==> src/rtl/xor_crc_pkg.sv <==
// Shared types and constants for the XOR-reduction CRC engine and its step function.
package xor_crc_pkg;

  typedef enum logic [1:0] {
    IDLE  = 2'd0,
    ACCUM = 2'd1,
    HOLD  = 2'd2
  } crc_state_t;

  localparam int BEAT_CNT_W = 16;

  localparam logic [7:0]  CRC8_POLY        = 8'h07;
  localparam logic [15:0] CRC16_CCITT_POLY = 16'h1021;

endpackage

==> src/rtl/xor_crc_step.sv <==
// Folds one DATA_W-bit beat, MSB first, into a CRC_W-bit LFSR value.
// Latency: purely combinational. Backpressure: none, no handshake.
module xor_crc_step
  import xor_crc_pkg::*;
#(
  parameter int               CRC_W  = 8,
  parameter int               DATA_W = 8,
  parameter logic [CRC_W-1:0] POLY   = CRC_W'(CRC8_POLY)
) (
  input  logic [CRC_W-1:0]  crc,
  input  logic [DATA_W-1:0] data,
  output logic [CRC_W-1:0]  crc_next
);

  logic [CRC_W-1:0] c;
  logic             fb;

  // Shift-left form keeps CRC_W == 1 legal (no empty part-select).
  always_comb begin
    c  = crc;
    fb = 1'b0;
    for (int i = DATA_W - 1; i >= 0; i--) begin
      fb = c[CRC_W-1] ^ data[i];
      c  = (c << 1) ^ (fb ? POLY : '0);
    end
    crc_next = c;
  end

endmodule

==> src/rtl/xor_crc_unit.sv <==
// Streaming CRC engine: one beat/cycle in, checksum presented the cycle after the last beat.
// Backpressure: in_ready (registered) drops only while the result waits in HOLD for out_ready.
// Optional final XOR mask enabled by defining XOR_CRC_UNIT_XOROUT_EN.
module xor_crc_unit
  import xor_crc_pkg::*;
#(
  parameter int               CRC_W  = 8,
  parameter int               DATA_W = 8,
  parameter logic [CRC_W-1:0] POLY   = CRC_W'(CRC8_POLY),
  parameter logic [CRC_W-1:0] INIT   = '0,
  parameter logic [CRC_W-1:0] XOROUT = '1
) (
  input  logic                  clk,
  input  logic                  rst_n,
  input  logic                  clr,
  input  logic                  in_valid,
  output logic                  in_ready,
  input  logic [DATA_W-1:0]     in_data,
  input  logic                  in_last,
  output logic                  out_valid,
  input  logic                  out_ready,
  output logic [CRC_W-1:0]      out_crc,
  output logic [BEAT_CNT_W-1:0] out_beats,
  output logic                  busy
);

`ifdef XOR_CRC_UNIT_XOROUT_EN
  localparam bit XOROUT_EN = 1'b1;
`else
  localparam bit XOROUT_EN = 1'b0;
`endif
  localparam logic [CRC_W-1:0] FINAL_MASK = XOROUT_EN ? XOROUT : '0;

  crc_state_t            state;
  logic [CRC_W-1:0]      crc;
  logic [CRC_W-1:0]      crc_next;
  logic [BEAT_CNT_W-1:0] beat_cnt;
  logic [BEAT_CNT_W-1:0] cnt_inc;
  logic                  accept;

  xor_crc_step #(
    .CRC_W  (CRC_W),
    .DATA_W (DATA_W),
    .POLY   (POLY)
  ) u_step (
    .crc      (crc),
    .data     (in_data),
    .crc_next (crc_next)
  );

  assign accept  = in_valid && in_ready;
  assign cnt_inc = (beat_cnt == '1) ? beat_cnt : beat_cnt + 1'b1;

  always_ff @(posedge clk or negedge rst_n) begin
    if (!rst_n) begin
      state     <= IDLE;
      crc       <= INIT;
      beat_cnt  <= '0;
      out_crc   <= '0;
      out_beats <= '0;
      out_valid <= 1'b0;
      in_ready  <= 1'b1;
      busy      <= 1'b0;
    end else if (clr) begin
      state     <= IDLE;
      crc       <= INIT;
      beat_cnt  <= '0;
      out_valid <= 1'b0;
      in_ready  <= 1'b1;
      busy      <= 1'b0;
    end else begin
      case (state)
        IDLE, ACCUM: begin
          if (accept) begin
            crc      <= crc_next;
            beat_cnt <= cnt_inc;
            busy     <= 1'b1;
            if (in_last) begin
              state     <= HOLD;
              out_crc   <= crc_next ^ FINAL_MASK;
              out_beats <= cnt_inc;
              out_valid <= 1'b1;
              in_ready  <= 1'b0;
            end else begin
              state <= ACCUM;
            end
          end
        end
        HOLD: begin
          // Result stays frozen until the consumer takes it.
          if (out_ready) begin
            state     <= IDLE;
            crc       <= INIT;
            beat_cnt  <= '0;
            out_valid <= 1'b0;
            in_ready  <= 1'b1;
            busy      <= 1'b0;
          end
        end
        default: begin
          state     <= IDLE;
          crc       <= INIT;
          beat_cnt  <= '0;
          out_valid <= 1'b0;
          in_ready  <= 1'b1;
          busy      <= 1'b0;
        end
      endcase
    end
  end

endmodule

==> config.mk <==
export PLATFORM = sky130hd
export DESIGN_NAME = xor_crc_unit
export DESIGN_NICKNAME = d
export VERILOG_FILES = /design/src/rtl/xor_crc_pkg.sv /design/src/rtl/xor_crc_step.sv /design/src/rtl/xor_crc_unit.sv
export SDC_FILE = /design/constraint.sdc
export NUM_CORES = 1
export LEC_CHECK = 0
export ABC_AREA = 1
export CORE_ASPECT_RATIO = 0.75
export CORE_MARGIN = 2
export CORE_UTILIZATION = 58
export DETAILED_ROUTE_END_ITERATION = 6
export PLACE_DENSITY = 0.85
export SYNTH_ARGS = -nofsm -noshare
export SYNTH_HDL_FRONTEND = slang
export SYNTH_SLANG_ARGS = --single-unit
export TNS_END_PERCENT = 5
==> constraint.sdc <==
create_clock -name clk -period 3.3 [get_ports clk]
set_input_delay 0.495 -clock clk [delete_from_list [all_inputs] [get_ports clk]]
set_output_delay 0.495 -clock clk [all_outputs]
set_load 0.03 [all_outputs]
==> results of run 1 <==
kinds of logic (layout without fill, tap and decap cells):
group / count (synthesis) / after routing / synth area share [%]
simple gates: 215 / 215 / 32.55
fa+ha+maj: 1 / 1 / 0.4508
flops: 53 / 53 / 47.84
buf+inv: 50 / 89 / 8.161
xor+xnor: 14 / 14 / 4.418
compound gates: 32 / 32 / 6.583
metal layers:
metal / GRT usage [%] / vias to the layer above
met3: 5.556 / 10
met5: 0 / -
li1: - / 1220
met1: 35.43 / 1188
met4: 8.468 / 0
met2: 40.60 / 104
sequential cells by signal (all words and copies together) (netlist names):
name / count
state: 2
busy: 1
out_beats: 16
in_ready: 1
beat_cnt: 16
out_crc: 8
crc: 8
out_valid: 1
power groups by stage:
stage	combinational, mW	clock (mW)	sequential, mW
3_5_place_dp	0.787	0	0.852
5_1_grt	0.879	0.414	0.859
2_1_floorplan	0.415	0	0.969
6_report	0.794	0.382	0.844
4_1_cts	0.793	0.381	0.844
3_3_place_gp	0.755	0	0.850
critical path, cell delays in order:
cell             delay (ps)
clkdlybuf4s50_1         470
or2_1                   280
o21ai_4                 190
nor2_2                  720
inv_1                   220
o21ai_0                 210
cell type report:
type / count / area [µm²]
sequential: 53 / 1328
fill: 351 / 1252
multi-input combinational: 262 / 1221
timing repair buffer: 42 / 410.4
inverter: 39 / 146.4
clock buffer: 8 / 90.09
tap: 57 / 71.32
placed cells by master (no fill, tap or decap):
cell             count
clkbuf_8             6
buf_2                1
buf_4                2
or2_2                1
nand4_1              9
nor3_4               1
nor2_1              13
ha_1                 1
nand2_1            151
o21ai_4              1
inv_2                2
nand3_1             33
o22ai_1              2
o21ai_1             15
nor3_1               3
xor2_1               9
o21ai_2              1
or2_1                1
clkdlybuf4s50_1     39
xnor2_1              5
a21oi_1              3
o211ai_1             1
dfrtp_1             52
a21o_1               1
nor2_2               2
nor3_2               1
inv_1               37
clkbuf_1             2
dfstp_2              1
o21ai_0              8
worst paths after layout:
kind                                                 end                startpoint  slack [ps]
worst max-delay path                  crc[0]$_DFFE_PN0P_                       clr         930
worst min-delay path            out_beats[5]$_DFFE_PN0P_                     rst_n         260
worst max register to register        crc[0]$_DFFE_PN0P_      in_ready$_DFFE_PN1P_        1140
worst min register to register  out_beats[2]$_DFFE_PN0P_  out_beats[2]$_DFFE_PN0P_         490
max in group asynchronous       out_beats[6]$_DFFE_PN0P_                     rst_n        2290
min in group clk                out_beats[2]$_DFFE_PN0P_  out_beats[2]$_DFFE_PN0P_         490
metrics by stage:
stage / utilization (%) / instance area, µm² / hold slack [ps]
floorplan: - / 2775 / 199.4
global placement: 70.29 / 3177 / 464.8
detailed placement: 70.29 / 3177 / 464.9
CTS: 72.29 / 3267 / 286.7
global route: 72.29 / 3267 / 306.9
finish: 72.29 / 3267 / 258.5
==> impl_metrics.yaml, run 1 <==
yosys:
  synth_warnings: 0
  yosys_most_used_dff: "dfrtp_1"
  synth_seq_cells: 53
  syn_inst: 365
  synth_most_common_cell: "nand2_1"
  yosysUniqueCellTypes: 29
  synthArstFlopShare_pct: 100.0
  syn_avg_cell_area_um2: 7.603
  syn_area_um2: 2775
  yosys-top-cells-count: "nand2_1, dfrtp_1, inv_1"
  synth_top_area_share_pct: 46.89
  seq_area_frac_synth_pct: 47.84
  synth_area_leaders: "dfrtp_1, nand2_1, nand3_1, inv_1, xor2_1"
  synth_edf_count: 0
  synth_fp_nets: 380
  synth_area_leader_cell: "dfrtp_1"
grt:
  grt_pass1_wl_um: 10920
  antenna_found_initial: 0
  first_global_vias: 2397
  grt_overflow: 0
  gr-usage-all-layers_pct: 25.61
  grt_max_degree: 36
floorplan:
  die-area_um2: 5360
  start_util_pct: 61.41
  dieHeight_um: 63.91
  die-width_um: 83.87
  io_pins: 41
  core_area_um2: 4519
  row_count: 21
final_layout:
  nets: 418
  diodes: 0
  finalNonFillerCells: 461
  syn_to_final_growth_pct: 17.72
  layout-drive-gt1-share_pct: 4.703
timing:
  clock.fmax_mhz: 422.3
  setup_ws_ps: 932.2
  period_needed_ps: 2368
  finalSetupViolations: 0
  finalClockSkew_ps: 10.19
  rsz0062_at_grt: "false"
  final_hold_viol_count: 0
  maxSlewHeadroom_pct: 40.85
  slew_violations: 0
  tightest_slew_ps: 886.2
  setup-tns-final_ps: 0
  period_share_pct: 71.75
routing:
  wl_met3_um: 424
  drt.antenna.violating_nets: 0
  drtIter0Drc: 211
  met1Wirelength_um: 2901
  top_layer_used: "met4"
  firstDrtPassIters: 5
  routedWlPerCell_um: 13.60
  num_vias: 2522
  viasPerCell: 5.471
  drcViolationCount: 0
  routed-wl-met2_um: 2853
  wl_um: 6270
clock_network:
  cts_sinks: 53
  postCtsSetupBuffers: 0
  cts_resized: 0
  clk_root_buffer_cell: "clkbuf_8"
  clockBufferDepth: 2
  clk_latency_ps: 320
  h-tree-depth: 2
  cts-buffers-inserted: 5
  tritoncts: "built"
  clk_pin_slew_worst_paths_ps: 100
  ctsHoldBuffers: 0
place:
  dp_slack_ps: 594.3
  gp_congestion: 0.9134
  dp_cells: 453
  io_buffers: 40
  dp_hpwl_um: 4474
pwr:
  p_sw_mw: 0.7965
  combinationalPowerShare_pct: 39.3
  clkPwrFrac_pct: 18.9
  ir_worst_vdd_mv: 0.6013
  fin_total_pwr_mw: 2.019
  p_leak_nw: 1.668
  power_density_nw_per_um2: 618.1
  seqPwrFrac_pct: 41.8
  switching_share_pct: 39.45
  p_int_mw: 1.223
flow_run:
  cap_violations: 0
worst_setup_path:
  critPathRequiredTime_ps: 3530
  worstSetupPathType: "input port to register"
  cp-end-kind: "register"
  cp_data_arrival_time_ps: 2600
  r2r_cells: 6
  cp-start-kind: "input port"
  worst-path-max-fanout: 21
run_status:
  status: "finished clean"
min_path:
  hold_class: "input port to async pin"
Power figures use the tool's default switching activity.
==> inputs of run 2 (changes only) <==
CORE_UTILIZATION = 54   (was 58)
PLACE_DENSITY = 0.8   (was 0.85)
clock period = 2.19 ns   (was 3.3 ns; I/O delays follow)
==> impl_metrics.yaml, run 2 (synthesis gave the netlist of run 1 again) <==
grt:
  antenna_found_initial: 0
  grt_pass1_wl_um: 11380
  grt_max_degree: 31
  grt_overflow: 0
  first_global_vias: 2434
  gr-usage-all-layers_pct: 25.78
place:
  dp_slack_ps: -129.9
  dp_hpwl_um: 4549
  dpl_cell_area_um2: 3216
  io_buffers: 40
  gp_congestion: 0.9035
timing:
  period_needed_ps: 1920
  final_hold_viol_count: 0
  finalSetupViolations: 0
  maxSlewHeadroom_pct: 61.89
  setup_ws_ps: 270.2
  rsz0062_at_grt: "false"
  tightest_slew_ps: 571.7
  period_share_pct: 87.66
  slew_violations: 0
  finalClockSkew_ps: 10.35
  clock.fmax_mhz: 520.9
worst_setup_path:
  path_delay_family: "simple AND/OR/NAND/NOR gates"
  critical_path.max_stage_delay_ps: 470
  cp-end-kind: "register"
  worstSetupPathType: "register to register"
  cp_data_arrival_time_ps: 2150
  slowest_stage: "dfrtp_1"
  critPathRequiredTime_ps: 2420
  critPathBufInv: 1
  crit_path_cell_trace: "ha_1 > nand3_1 > nor2_1 > nand2_2 > inv_1 > nor2_1 > o21ai_1"
  crit_top_cell: "nor2_1"
  worst-path-max-fanout: 12
  cp-start-kind: "register"
floorplan:
  die-width_um: 86.78
  die-area_um2: 5735
  dieHeight_um: 66.09
  io_pins: 41
  start_util_pct: 56.32
  row_count: 22
  core_area_um2: 4927
clock_network:
  ctsHoldBuffers: 0
  clk_latency_ps: 310
  cts_resized: 0
  h-tree-depth: 2
  clockBufferDepth: 2
  postCtsSetupBuffers: 0
  cts-buffers-inserted: 5
  clk_pin_slew_worst_paths_ps: 100
  clk_root_buffer_cell: "clkbuf_8"
  cts_sinks: 53
  tritoncts: "built"
final_layout:
  final_common_cell: "nand2_1"
  nets: 421
  reg_top3: "beat_cnt x16, out_beats x16"
  diodes: 0
  syn_to_final_growth_pct: 20.96
  final_cell_mix: "nand2_1, dfrtp_1, clkdlybuf4s50_1"
  final_cell_area_um2: 3357
  layout-drive-gt1-share_pct: 6.143
pwr:
  switching_share_pct: 37.37
  p_int_mw: 2.045
  p_sw_mw: 1.220
  p_leak_nw: 1.712
  power_density_nw_per_um2: 972.9
  seqPwrFrac_pct: 38.6
  ir_worst_vdd_mv: 0.7797
  fin_total_pwr_mw: 3.266
  clkPwrFrac_pct: 24.1
  combinationalPowerShare_pct: 37.3
min_path:
  hold_class: "input port to async pin"
routing:
  drt.antenna.violating_nets: 0
  routedWlPerCell_um: 13.99
  wl_um: 6532
  viasPerCell: 5.379
  num_vias: 2512
  drcViolationCount: 0
  firstDrtPassIters: 4
  drtIter0Drc: 211
flow_run:
  cap_violations: 0
run_status:
  status: "finished clean"
## run 2: cell count changes in the layout (fill, tap and decap cells not counted)
cell,change
clkbuf_8,-1
nor2_4,+1
nand2_1,-1
buf_4,+2
clkbuf_1,-2
nor2_2,-1
nand2_2,+1
buf_12,+1
clkinv_2,+1
bufinv_16,+2
## run 2: path summary, 6_finish.rpt
check,from,to,slack [ps],cells past startpoint
worst min-delay path,rst_n,beat_cnt[0]$_DFFE_PN0P_,0.8,1
min in group clk,out_beats[3]$_DFFE_PN0P_,out_beats[3]$_DFFE_PN0P_,480,2
max in group asynchronous,rst_n,crc[0]$_DFFE_PN0P_,1640,2
worst max-delay path,beat_cnt[0]$_DFFE_PN0P_,beat_cnt[7]$_DFFE_PN0P_,270,7
worst min register to register,out_beats[3]$_DFFE_PN0P_,out_beats[3]$_DFFE_PN0P_,480,2
worst max register to register,beat_cnt[0]$_DFFE_PN0P_,beat_cnt[7]$_DFFE_PN0P_,270,7
## run 2: metal layers
layer	vias up	wire [µm]	track usage, %
li1	1232	-	-
met1	1168	3161	36.46
met2	101	2894	39.98
met3	11	393	5.243
met4	0	82	8.008
met5	-	0	0
## run 2: cell type report
cell class | count | area, µm²
Clock buffer | 5 | 68.82
Inverter | 39 | 146.4
Fill cell | 406 | 1570
Tap cell | 60 | 75.07
Timing Repair Buffer | 45 | 445.4
Sequential cell | 53 | 1328
Multi-Input combinational cell | 262 | 1229
Clock inverter | 3 | 65.06
## run 2: power by group through the flow
stage               sequential, mW  clock [mW]  combinational [mW]
floorplan                     1.46           0               0.626
global placement              1.28           0                1.15
detailed placement            1.28           0                1.19
CTS                           1.26       0.794                1.21
global route                  1.28       0.841                1.35
finish                        1.26       0.788                1.22
## run 2: per-stage QoR
step                std cells  utilization [%]  hold slack [ps]  setup TNS (ps)
finish                    467            68.13           0.7755               0
global route              467            68.13            44.34               0
CTS                       467            67.98            14.25               0
detailed placement        459            65.26            357.2          -409.8
global placement          459            65.26            352.5          -177.1
floorplan                 365                -            32.91               0
==> RTL edit 1 (settings of run 1) <==
The 3 states of `crc_state_t` get a one-hot encoding in 3 bits.
--- a/src/rtl/xor_crc_pkg.sv
+++ b/src/rtl/xor_crc_pkg.sv
@@ -2,8 +2,8 @@
 package xor_crc_pkg;
 
-  typedef enum logic [1:0] {
-    IDLE  = 2'd0,
-    ACCUM = 2'd1,
-    HOLD  = 2'd2
+  typedef enum logic [2:0] {
+    IDLE  = 3'b001,
+    ACCUM = 3'b010,
+    HOLD  = 3'b100
   } crc_state_t;
 
Formal check against the unedited RTL: no difference found for any inputs over 4 cycles, from zero or initial values and one cycle with rst_n low; so few cycles prove little.
==> RTL edit 1 against run 1 <==
Cell count up 6.3%; area after synthesis up 6.2%; worst setup slack gained 0.36 ns; clock skew decreased by 0.0044 ns; worst hold slack worse by 0.0089 ns; critical path type is now flop to primary output; routed wire length increased by 2.5%; power is 1.6% higher; final area is 6.7% higher; critical endpoint is now in_ready; sequential cell count is 1 higher; highest routed layer unchanged.
==> RTL edit 1: results (changes against run 1) <==
* Setup crit start: in_ready
* Vias in the first global route at 2,470 (+3.0%)
* Distinct cells, synth at 31 (+6.9%)
* Tightest Pin Transition at 0.753 ns (-0.133 ns)
* RePlAce Congestion at 0.881 (-3.5%)
* Leak at 0.00180 uW (+8.0%)
* Post-Synth XOR/XNOR Area at 0.0357 (-0.00852)
* Synth Area in Compound Gates at 0.0561 (-0.00977)
* Root buffer cell: clkbuf_8
* Synth warnings at 0 (unchanged)
* Crit path max-delay family: buffers and inverters
* TritonCTS Buffers at 5 (unchanged)
* Post-synth top cells: 169 x nand2_1, 52 x dfrtp_1, 38 x inv_1
* Initial detailed-routing violation count at 161 (-24%)
* Worst path max stage delay at 0.66 ns (-0.06 ns)
* DRT Pass-1 Iters at 4 (-1)
* Reg clk slew, reported paths at about 0.090 ns
* Max VDD drop at 0.000503 V (-16%)
* Fillers at 407 (+16%)
* Routed vias at 2,587 (+2.6%)
* Syn Area/Cell at 7.57 sq um (-0.37%)
* Reg2reg start: state[0]
* Critical path data arrival time at 1.51 ns (-1.09 ns)
* Inst Count DP at 482 (+6.4%)
* Post-synthesis sequential area ratio at 0.459 (-0.0189)
* Largest net degree at the start of global routing at 35 (-2.8%)
* Share of layout cells above drive strength 1 at 0.0953 (+0.0483)
* CP max-delay cell: clkdlybuf4s50_1
* GRT Util Overall at 0.254 (-0.00245)
* Synth area leaders: dfrtp_1 44%, nand2_1 22%, nand3_1 5.9%
* R2r setup slk at 1.55 ns (+0.41 ns)
* Worst Path Max Fanout at 3 (-86%)
* Pre-CTS setup slack at 1.18 ns (+0.585 ns)
* Status: finished, final reports clean
* Post-Layout Cell Count at 490 (+6.3%)
* Worst setup margin at 1.29 ns (+0.360 ns)
* Final Skew at 0.00574 ns (-0.00445 ns)
* First-pass GRT wire length at 11,300 um (+3.1%)
* DP HPWL at 4710 um (+5.3%)
* Adder-cell share of the synthesized area at 0.00425 (-0.000262)
* Nets@finish at 444 (+6.2%)
* Mapped Nets at 404 (+6.3%)
## RTL edit 1: cell types whose count changed after synthesis, moves of 4 or more
cell,before,now
nand4_1,9,4
nand2_1,151,169
inv_2,2,6
nand2_2,0,4
o21ai_1,15,4
o21ai_0,8,19
## RTL edit 1: worst paths after layout
path                       cells past startpoint      endpoint
max in group asynchronous                      2        crc[6]
setup reg to reg                               7  out_beats[5]
min in group clk                               2      in_ready
setup / recovery                               1      in_ready
hold reg to reg                                2      in_ready
hold / removal                                 1  beat_cnt[14]
## RTL edit 1: cell families after synthesis
group | after synthesis
AND/OR/NAND/NOR | 241
flip-flops | 54
buffers and inverters | 53
AO/OA/AOI/OAI | 28
XOR/XNOR | 12
adder cells (fa/ha/maj) | 1
## RTL edit 1: layout make-up
class                   count  area [sq um]  share of cell area
inverters                  44           165              0.0474
repair buffers             42           410               0.118
multi-input cells         282          1370               0.392
clock buffers               7          86.3              0.0248
well taps                  60          75.1              0.0215
clock inverters             1          30.0             0.00861
flip-flops and latches     54          1350               0.388
## RTL edit 1: metal layers
metal	part of all wire	vias to the layer above	global-route usage
met1	0.48	1203	0.373
met3	0.064	4	0.0415
met4	0.0072	0	0.0723
li1	-	1299	-
met2	0.45	81	0.390
met5	0	-	0
## RTL edit 1: where the power goes
part / total (uW) / switching (uW) / internal (uW)
combinational: 750 / 487 / 263
clock: 460 / 212 / 248
sequential: 841 / 68.0 / 773
total: 2050 / 767 / 1280
## RTL edit 1: per-stage QoR
| step | instance area (sq um) | hold slack (ns) | total power [uW] |
|---|---|---|---|
| after floorplan | 2950 | 0.199 | 1350 |
| after global placement | 3370 | 0.465 | 1580 |
| after detailed placement | 3370 | 0.464 | 1600 |
| after CTS | 3490 | 0.275 | 2060 |
| after global routing | 3490 | 0.315 | 2180 |
| final | 3490 | 0.250 | 2050 |
==> RTL edit 2 (config.mk and constraints of run 1) <==
Made on the original files. `DATA_W` is set to 8 in 2 places; all go to 6.
--- a/src/rtl/xor_crc_step.sv
+++ b/src/rtl/xor_crc_step.sv
@@ -5,5 +5,5 @@
 #(
   parameter int               CRC_W  = 8,
-  parameter int               DATA_W = 8,
+  parameter int               DATA_W = 6,
   parameter logic [CRC_W-1:0] POLY   = CRC_W'(CRC8_POLY)
 ) (
--- a/src/rtl/xor_crc_unit.sv
+++ b/src/rtl/xor_crc_unit.sv
@@ -6,5 +6,5 @@
 #(
   parameter int               CRC_W  = 8,
-  parameter int               DATA_W = 8,
+  parameter int               DATA_W = 6,
   parameter logic [CRC_W-1:0] POLY   = CRC_W'(CRC8_POLY),
   parameter logic [CRC_W-1:0] INIT   = '0,
Ports: changed (resized in_data); port bits go from 41 to 39. The function was not compared with the original's and may differ.
==> RTL edit 2 against run 1 <==
Via count down 5.9%; routed wire length decreased by 2.8%; sequential cell count unchanged; sequential power shrank 9.8%; final area up 0.38%; critical path depth grew 2; worst setup slack improved by 0.17 ns; power shrank 20%; synthesized cell count shrank 5.2%; area after synthesis shrank 1.6%; first-iteration DRC count decreased by 39%; critical endpoint is now out_valid.
==> RTL edit 2: results (changes against run 1) <==
* Initial antenna violation count at 0 (unchanged)
* Met2 WL at 2970 um (+4.0%)
* M1 wire length at 2600 um (-10%)
* Critical path data arrival time at 2.45 ns (-0.15 ns)
* Cells after synthesis at 346 (-5.2%)
* Max VDD drop at 0.000396 V (-34%)
* Nets@finish at 400 (-4.3%)
* Synth area leaders: dfrtp_1 48%, nand2_1 20%, nand3_1 4.4%
* Synth warnings at 0 (unchanged)
* TritonCTS Buffers at 5 (unchanged)
* Largest regs: beat_cnt: 16 flops, out_beats: 16 flops
* Worst Path Max Fanout at 23 (+9.5%)
* DRT Pass-1 Iters at 5 (unchanged)
* Area Growth Syn to Fin at 20.1%
* Mapped Nets at 359 (-5.5%)
* Post-synthesis sequential area ratio at 0.486 (+0.00767)
* WL met3 at 439 um (+3.5%)
* Top layer in use: met4
* Routed wire length at 6090 um (-2.8%)
* Fillers at 343 (-2.3%)
* Clock Tree Buf Depth at 2 (unchanged)
* Dpl cell area at 0.00316 sq mm (-0.39%)
* Pre-CTS setup slack at 0.783 ns (+0.189 ns)
* First-pass GRT wire length at 10,600 um (-2.9%)
* IO buf count at 38 (-5.0%)
* Post-DRT Antenna Nets at 0 (unchanged)
* Ys async rst share at 1.00 (unchanged)
* RePlAce Congestion at 0.856 (-6.3%)
* Worst skew pair latency at just over 0.3 ns
* Leak at 0.00172 uW (+3.2%)
* Via density at 5.33 (-2.5%)
* Final Skew at 0.00881 ns (-0.00138 ns)
* CTS resizes at 0 (unchanged)
* Min-delay worst type: input port to async pin
* CTS H-Tree Depth at 2 (unchanged)
* Vias in the first global route at 2,320 (-3.2%)
* Post-Layout Cell Count at 445 (-3.5%)
* Root buffer cell: clkbuf_8
* Status: finished, final reports clean
* Antenna cell count at 0 (unchanged)
* Initial detailed-routing violation count at 129 (-39%)
* Slew headroom at 0.331 (-0.0776)
* Post-synth top cells: 148 x nand2_1, 52 x dfrtp_1, 24 x nand3_1
* GRT Util Overall at 0.248 (-0.00835)
* Max Cap Violations at 0 (unchanged)
* Largest net degree at the start of global routing at 43 (+19%)
* Share of layout cells above drive strength 1 at 0.106 (+0.0586)
* DP HPWL at 4310 um (-3.6%)
* Postcts setup bufs at 0 (unchanged)
* Distinct cells, synth at 30 (+3.4%)
* Inst Count DP at 437 (-3.5%)
* Reg clk slew, reported paths at 0.10 ns (about the same)
==> RTL edit 2: metal layers <==
| metal | GRT usage | up-vias |
|---|---|---|
| met5 | 0 | - |
| met4 | 0.0717 | 0 |
| met3 | 0.0459 | 11 |
| met2 | 0.422 | 78 |
| met1 | 0.326 | 1117 |
| li1 | - | 1167 |
==> RTL edit 2: logic make-up (layout without fill, tap and decap cells) <==
group | Yosys count | count (layout) | share of synthesized area
buffers and inverters | 35 | 77 | 0.0536
xor gates and xnor gates | 14 | 14 | 0.0449
DFF | 53 | 53 | 0.486
adders and majority gates | 1 | 1 | 0.00458
and+or+nand+nor | 218 | 218 | 0.359
AOI/OAI and AO/OA | 25 | 25 | 0.0522
==> RTL edit 2: cell type report <==
type | instances | area share
Timing Repair Buffer | 41 | 0.121
Tap cell | 57 | 0.0217
Sequential cell | 53 | 0.405
Clock buffer | 5 | 0.0210
Clock inverter | 3 | 0.0141
Inverter | 28 | 0.0336
Multi-Input combinational cell | 258 | 0.383
==> RTL edit 2: worst paths after layout <==
check | startpoint | to | slack [ns] | cells after the start
worst max-delay path | clr | out_valid | 1.11 | 8
worst min-delay path | rst_n | out_beats[2] | 0.30 | 1
worst max register to register | state[1] | out_valid | 1.31 | 7
worst min register to register | out_beats[14] | out_beats[14] | 0.48 | 2
max in group asynchronous | rst_n | out_beats[12] | 2.33 | 2
min in group clk | out_beats[14] | out_beats[14] | 0.48 | 2
==> RTL edit 2: worst max-delay path, cell delays in order <==
cell and delay [ns]:
clkdlybuf4s50_1 0.44, nor2_2 0.16, inv_2 0.05, o21ai_2 0.76
inv_2 0.16, o21ai_0 0.20, nand2_1 0.09, nand2_1 0.07
==> RTL edit 2: where the power goes <==
group / total (uW) / switching, uW / internal, uW
combinational: 410 / 253 / 156
sequential: 761 / 45.7 / 715
clock: 445 / 218 / 227
